`config.mk`:
```
export PLATFORM = sky130hd
export DESIGN_NAME = dmem_io_arbiter
export DESIGN_NICKNAME = d
export VERILOG_FILES = /design/src/rtl/dmem_io_arbiter.sv
export SDC_FILE = /design/constraint.sdc
export NUM_CORES = 1
export LEC_CHECK = 0
export ABC_AREA = 0
export CAP_MARGIN = 30
export CORE_AREA = 2 2 114 116
export DETAILED_ROUTE_END_ITERATION = 6
export DIE_AREA = 0 0 116 118
export DONT_BUFFER_PORTS = 1
export PLACE_DENSITY = 0.56
export SKIP_LAST_GASP = 1
export SLEW_MARGIN = 25
export SYNTH_ARGS = -nofsm -noshare
export SYNTH_HDL_FRONTEND = slang
export SYNTH_SLANG_ARGS = --single-unit
```
`constraint.sdc`:
```
create_clock -name clk -period 2.18 [get_ports clk]
set_input_delay 0.436 -clock clk [delete_from_list [all_inputs] [get_ports clk]]
set_output_delay 0.436 -clock clk [all_outputs]
set_load 0.01 [all_outputs]
```
`src/rtl/dmem_io_arbiter.sv`:
```
// Arbitrates the shared synchronous-read data RAM and MMIO bus between the MEM stage and a
// debug read port; decodes RAM/MMIO space, sequences read latency, and ages waiting debug reads.
//
//   state  | meaning
//   IDLE   | accepting commands; CPU writes complete here in one cycle
//   CPU_RD | RAM read issued for the CPU; mem_rdata returns this cycle
//   IO_RD  | MMIO read strobed for the CPU; io_din returns this cycle
//   DBG_RD | RAM read issued for debug; mem_rdata returns this cycle
module dmem_io_arbiter #(
  parameter int          AW           = 8,
  parameter logic [31:0] IO_BASE      = 32'h0000_FF00,
  parameter int          DBG_MAX_WAIT = 4
) (
  input  logic          clk,
  input  logic          rst_n,
  input  logic          cpu_req,
  input  logic          cpu_we,
  input  logic [31:0]   cpu_addr,
  input  logic [31:0]   cpu_wdata,
  output logic [31:0]   cpu_rdata,
  output logic          cpu_done,
  output logic          cpu_stall,
  input  logic          dbg_req,
  input  logic [AW-1:0] dbg_addr,
  output logic [31:0]   dbg_rdata,
  output logic          dbg_valid,
  output logic [AW-1:0] mem_addr,
  output logic          mem_we,
  output logic [31:0]   mem_wdata,
  input  logic [31:0]   mem_rdata,
  output logic [7:0]    io_addr,
  output logic [31:0]   io_dout,
  output logic          io_we,
  output logic          io_rd,
  input  logic [31:0]   io_din
);

  localparam int AGE_W = (DBG_MAX_WAIT < 1) ? 1 : $clog2(DBG_MAX_WAIT + 1);
  localparam logic [AGE_W-1:0] AGE_MAX = AGE_W'(DBG_MAX_WAIT);

  typedef enum logic [1:0] {
    IDLE   = 2'd0,
    CPU_RD = 2'd1,
    IO_RD  = 2'd2,
    DBG_RD = 2'd3
  } state_e;

  state_e           state_q, state_d;
  logic [AGE_W-1:0] age_q, age_d;
  logic [31:0]      cpu_rdata_q, cpu_rdata_d;
  logic [31:0]      dbg_rdata_q, dbg_rdata_d;
  logic             cpu_is_io;
  logic             dbg_grant;
  logic             cpu_grant;

  assign cpu_is_io = (cpu_addr[31:8] == IO_BASE[31:8]);

  always_ff @(posedge clk or negedge rst_n) begin
    if (!rst_n) begin
      state_q     <= IDLE;
      age_q       <= '0;
      cpu_rdata_q <= '0;
      dbg_rdata_q <= '0;
    end else begin
      state_q     <= state_d;
      age_q       <= age_d;
      cpu_rdata_q <= cpu_rdata_d;
      dbg_rdata_q <= dbg_rdata_d;
    end
  end

  // Outputs are combinational from state and inputs; gating on rst_n keeps every
  // strobe and address at zero while reset is asserted, even with requests held.
  always_comb begin
    state_d     = state_q;
    cpu_rdata_d = cpu_rdata_q;
    dbg_rdata_d = dbg_rdata_q;
    dbg_grant   = 1'b0;
    cpu_grant   = 1'b0;
    cpu_rdata   = cpu_rdata_q;
    cpu_done    = 1'b0;
    dbg_rdata   = dbg_rdata_q;
    dbg_valid   = 1'b0;
    mem_addr    = '0;
    mem_we      = 1'b0;
    mem_wdata   = '0;
    io_addr     = '0;
    io_dout     = '0;
    io_we       = 1'b0;
    io_rd       = 1'b0;
    if (rst_n) begin
      unique case (state_q)
        IDLE: begin
          if (dbg_req && ((age_q == AGE_MAX) || !cpu_req)) begin
            dbg_grant = 1'b1;
          end else if (cpu_req) begin
            cpu_grant = 1'b1;
          end
          if (dbg_grant) begin
            mem_addr = dbg_addr;
            state_d  = DBG_RD;
          end else if (cpu_grant) begin
            if (cpu_is_io) begin
              io_addr = cpu_addr[7:0];
              if (cpu_we) begin
                io_we   = 1'b1;
                io_dout = cpu_wdata;
              end else begin
                io_rd   = 1'b1;
                state_d = IO_RD;
              end
            end else begin
              mem_addr = cpu_addr[AW+1:2];
              if (cpu_we) begin
                mem_we    = 1'b1;
                mem_wdata = cpu_wdata;
              end else begin
                state_d = CPU_RD;
              end
            end
          end
        end
        CPU_RD: begin
          cpu_done    = 1'b1;
          cpu_rdata   = mem_rdata;
          cpu_rdata_d = mem_rdata;
          state_d     = IDLE;
        end
        IO_RD: begin
          cpu_done    = 1'b1;
          cpu_rdata   = io_din;
          cpu_rdata_d = io_din;
          state_d     = IDLE;
        end
        DBG_RD: begin
          dbg_valid   = 1'b1;
          dbg_rdata   = mem_rdata;
          dbg_rdata_d = mem_rdata;
          state_d     = IDLE;
        end
        default: state_d = IDLE;
      endcase
    end
  end

  // Age counts CPU wins over a pending debug request; saturates so the forced grant sticks.
  always_comb begin
    age_d = age_q;
    if (!dbg_req || dbg_grant) begin
      age_d = '0;
    end else if (cpu_grant && (age_q != AGE_MAX)) begin
      age_d = age_q + 1'b1;
    end
  end

  assign cpu_stall = rst_n && cpu_req &&
                     ((!cpu_we && !cpu_done) || (state_q == DBG_RD) || dbg_grant);

endmodule
```
==> impl_table.tex <==
\begin{tabular}{lr}
\hline
Metric & Value \\
\hline
\multicolumn{2}{l}{\textbf{Setup path}} \\
\quad Worst Path Class, Setup & flip-flop to primary output \\
\quad Reg-to-Reg Start & age\_q[0]\$\_DFFE\_PN0P\_ \\
\quad CP top delay family & simple AND/OR/NAND/NOR gates \\
\quad Nature of the critical path startpoint & flip-flop \\
\quad Total stage count of the critical path & 8 \\
\quad Register-to-register setup slack & 410 ps \\
\quad Number of cells on the worst reg-to-reg path & 7 \\
\quad CP max stage delay & 400 ps \\
\quad Buf/Inv on CP & 3 \\
\quad Worst reg2reg endpoint & state\_q[0]\$\_DFFE\_PN0P\_ \\
\quad CP max FO & 8 \\
\quad Destination of the critical timing path & io\_dout[31] \\
\quad Cell with the biggest individual delay on the critical path & dfrtp\_1 \\
\quad Required time of the critical path & 1740 ps \\
\quad Capturing element type of the critical path & primary output \\
\quad Launch point of the critical path & state\_q[1]\$\_DFFE\_PN0P\_ \\
\quad Worst-path cell chain & inv\_2 -> ha\_4 -> nand2\_4 -> a311oi\_4 -> and2\_4 -> buf\_12 -> clkbuf\_16 -> and3\_4 \\
\quad Arrival time at the worst endpoint & 2000 ps \\
\multicolumn{2}{l}{\textbf{Synthesis}} \\
\quad Synth Net Count & 511 \\
\quad Share of synthesized cell area in full adder, half adder and majority cells & 2.37\% \\
\quad Combinational family with the most area after synthesis & simple AND/OR/NAND/NOR gates \\
\quad Proportion of synthesized area in mux cells & 10.0\% \\
\quad Most used standard cell by instance count after synthesis & and3\_1 \\
\quad Post-synthesis cell type count & 34 \\
\quad Post-synthesis compound-gate area fraction & 15.6\% \\
\quad Leading register cell type out of synthesis & dfrtp\_1 \\
\quad Number of storage elements in the synthesis netlist & 69 \\
\quad Number of synthesized flops with an enable pin & 0 \\
\quad Post-synthesis instance area & 3700 um2 \\
\quad Number of warning messages in the yosys log & 0 \\
\quad Sequential cell area fraction in the yosys report & 46.7\% \\
\quad Gate count of the mapped netlist & 363 \\
\quad Post-synth top cells & and3\_1, dfrtp\_1, nor2\_1 \\
\quad Yosys top cell by area & dfrtp\_1 \\
\quad Synthesized-area fraction occupied by and/or/nand/nor cells & 20.7\% \\
\quad Avg Cell Area, Syn & 10.2 um2 \\
\quad Xor/xnor share of the synthesized area & 0\% \\
\quad Share of flip-flops with an asynchronous set or reset after synthesis & 100\% \\
\quad Area fraction of the dominant cell type after synthesis & 46.7\% \\
\quad Synth top area cells & dfrtp\_1, and3\_1, mux2\_2 \\
\multicolumn{2}{l}{\textbf{Floorplan}} \\
\quad Cell Rows & 41 \\
\quad Number of I/O pins & 291 \\
\quad Overall die width & 116 um \\
\quad Core Footprint & 12400 um2 \\
\quad Effective utilization at floorplan & 29.8\% \\
\quad Y dimension of the die & 118 um \\
\quad Total die area & 13700 um2 \\
\multicolumn{2}{l}{\textbf{Clocking}} \\
\quad Clock Pin Slew Worst Setup and Hold Paths & 60 ps \\
\quad Total clock buffers created by CTS & 9 \\
\quad Maximum level of the CTS H-tree & 3 \\
\quad Count of clock tree sinks & 69 \\
\quad CTS Root Buffer Type & clkbuf\_16 \\
\quad Maximum buffer depth of the clock tree & 2 \\
\quad Clk\_lat worst skew & 320 ps \\
\quad TritonCTS clock tree & yes \\
\multicolumn{2}{l}{\textbf{Placement}} \\
\quad Input/output buffers & 0 \\
\quad RePlAce Congestion & 0.978 \\
\quad Worst-case setup slack after placement & -190 ps \\
\quad HPWL Detailed & 8020 um \\
\quad Area post-placement & 4030 um2 \\
\multicolumn{2}{l}{\textbf{Timing}} \\
\quad Setup Skew & 4.96 ps \\
\quad Crit path time final & 2430 ps \\
\quad Setup slack after layout & -254 ps \\
\quad Final setup fails & 138 \\
\quad Unrepaired setup endpoints after global routing & true \\
\quad Final Cycle Share & 112\% \\
\quad Highest attainable clock frequency & 411 MHz \\
\quad Final count of pins violating max slew & 0 \\
\quad Count of final hold-check violations & 0 \\
\quad Rel. slew slack & 75.6\% \\
\quad Slew at the pin closest to its max-slew limit & 367 ps \\
\multicolumn{2}{l}{\textbf{Power}} \\
\quad Pleak & 0.00256 uW \\
\quad PD cells & 1480 nW/um2 \\
\quad Power spent charging and discharging nets & 3940 uW \\
\quad Sequential group share of total power & 24.1\% \\
\quad Clock power share & 17.0\% \\
\quad Cell internal pwr & 5490 uW \\
\quad Overall Power & 9420 uW \\
\quad Largest voltage drop on the vdd net & 0.000522 V \\
\quad Switching Fraction & 41.8\% \\
\quad Relative contribution of combinational cells to total power & 58.9\% \\
\multicolumn{2}{l}{\textbf{Job}} \\
\quad Max Cap Viol & 0 \\
\multicolumn{2}{l}{\textbf{GRT}} \\
\quad Number of global-route vias before repair & 3283 \\
\quad Global-route congestion overflow total & 0 \\
\quad Global-route wire length before repair & 19600 um \\
\quad Maximum number of pins on one net before global-route repair & 70 \\
\quad Total global-route track usage & 18.7\% \\
\quad Antenna violations before repair & 0 \\
\multicolumn{2}{l}{\textbf{Layout}} \\
\quad Fillcell total & 1058 \\
\quad Number of antenna cells inserted & 0 \\
\quad Area growth, synth to finish & 72.0\% \\
\quad Proportion of layout cells with a drive suffix above 1 & 71.1\% \\
\quad Total non-filler cell area in the finished layout & 6360 um2 \\
\quad Number of nets in the layout & 552 \\
\multicolumn{2}{l}{\textbf{Drt}} \\
\quad First DRT Iteration DRCs & 228 \\
\quad Detailed-route DRC error count & 0 \\
\quad WL/cell & 26.6 um \\
\quad Vias per cell & 5.87 \\
\quad Total Wirelength & 15400 um \\
\quad Vias & 3408 \\
\quad Count of TritonRoute iterations in the first routing pass & 4 \\
\quad Final antenna-violating net count & 0 \\
\multicolumn{2}{l}{\textbf{Hold path}} \\
\quad Class of the most critical hold timing path & input port to flip-flop \\
\multicolumn{2}{l}{\textbf{Status}} \\
\quad Failing checks & negative setup slack \\
\quad Outcome & finished with violations \\
\hline
\end{tabular}
-- cell usage in the layout (no fill, tap or decap), drive strengths merged --
master,Yosys,layout
a21boi,1,1
a21oi,35,35
a22oi,32,32
a311oi,1,1
a32o,8,8
and2,3,3
and3,73,73
and4b,1,1
buf,14,51
bufinv,0,2
clkbuf,19,22
clkinv,0,1
clkinvlp,0,1
dfrtp,69,69
dlygate4sd3,0,1
ha,7,7
inv,7,8
mux2,33,33
nand2,5,5
nand3,1,1
nand3b,1,1
nand4,4,4
nor2,37,37
nor3,1,1
nor3b,1,1
nor4,1,1
nor4b,1,1
o211ai,1,1
o221a,2,2
o221ai,1,1
o311a,1,1
or4,3,3
-- final cells by class --
class	count	area [um2]	share of cell area [%]
Multi-Input combinational cell	254	3020	47.5
Sequential cell	69	1730	27.1
Timing Repair Buffer	63	1040	16.3
Clock buffer	11	253	3.97
Tap cell	172	215	3.38
Clock inverter	5	81.3	1.28
Inverter	7	26.3	0.413
-- routing by layer --
| layer | routed length [um] | up-vias | share of wire (%) | global-route usage (%) |
|---|---|---|---|---|
| li1 | - | 1443 | - | - |
| met1 | 6520 | 1750 | 42 | 24.0 |
| met2 | 7700 | 190 | 50 | 31.3 |
| met3 | 912 | 25 | 5.9 | 4.27 |
| met4 | 314 | 0 | 2.0 | 5.13 |
| met5 | 0 | - | 0 | 0 |
-- state kept, by name (all words and copies together), names as in the netlist --
| signal | flops |
|---|---|
| age_q | 3 |
| dbg_rdata_q | 32 |
| cpu_rdata_q | 32 |
| state_q | 2 |
-- cells by family (layout without fill, tap and decap cells) --
group	after synthesis	in the layout
simple gates	132	132
compound gates	82	82
flops	69	69
buf+inv	40	86
mux	33	33
fa+ha+maj	7	7
-- through the flow --
stage               instances  setup TNS, ps  hold WS (ps)  utilization [%]
floorplan                 363          -7530           140                -
global placement          523          -8340           142             32.5
detailed placement        523         -11260           142             32.5
CTS                       560         -16990         0.584             43.4
global route              581         -30990           270             51.2
finish                    581         -20620           296             51.2
-- what timing repair did --
| item | 4_1_cts | 5_1_grt |
|---|---|---|
| cloned | 11 | 12 |
| setup buffers | 10 | 10 |
| endpoints found under the setup margin | 148 | 147 |
| pin swaps | 46 | 35 |
| gates resized for setup | 154 | 127 |
| hold buffers | 1 | 1 |
| endpoints found under the hold margin | 69 | 3 |
-- worst reg2reg max path, delay by kind of cell, from the launching register on --
family	cells	cell delay [ps]
AND/OR/NAND/NOR	1	210
adder cells (fa/ha/maj)	1	220
flip-flops	1	360
buffers and inverters	2	240
AO/OA/AOI/OAI	3	630
-- worst min path at each step --
stage / start / end / slack [ps] / cells after the start
floorplan: rst_n / age_q[0]$_DFFE_PN0P_ / 140 / 0
global placement: rst_n / dbg_rdata_q[17]$_DFF_PN0_ / 140 / 0
detailed placement: rst_n / cpu_rdata_q[17]$_DFF_PN0_ / 140 / 0
CTS: rst_n / dbg_rdata_q[18]$_DFF_PN0_ / 0.6 / 1
global route: rst_n / age_q[0]$_DFFE_PN0P_ / 270 / 2
finish: mem_rdata[18] / dbg_rdata_q[18]$_DFF_PN0_ / 300 / 1
-- power groups by stage --
stage	combinational [uW]	clock (uW)	sequential, uW
finish	5550	1610	2270
global route	5820	1700	2320
CTS	3840	1640	2090
detailed placement	2830	0	2100
global placement	2770	0	2070
floorplan	2110	0	2060
Power figures use the tool's default switching activity.
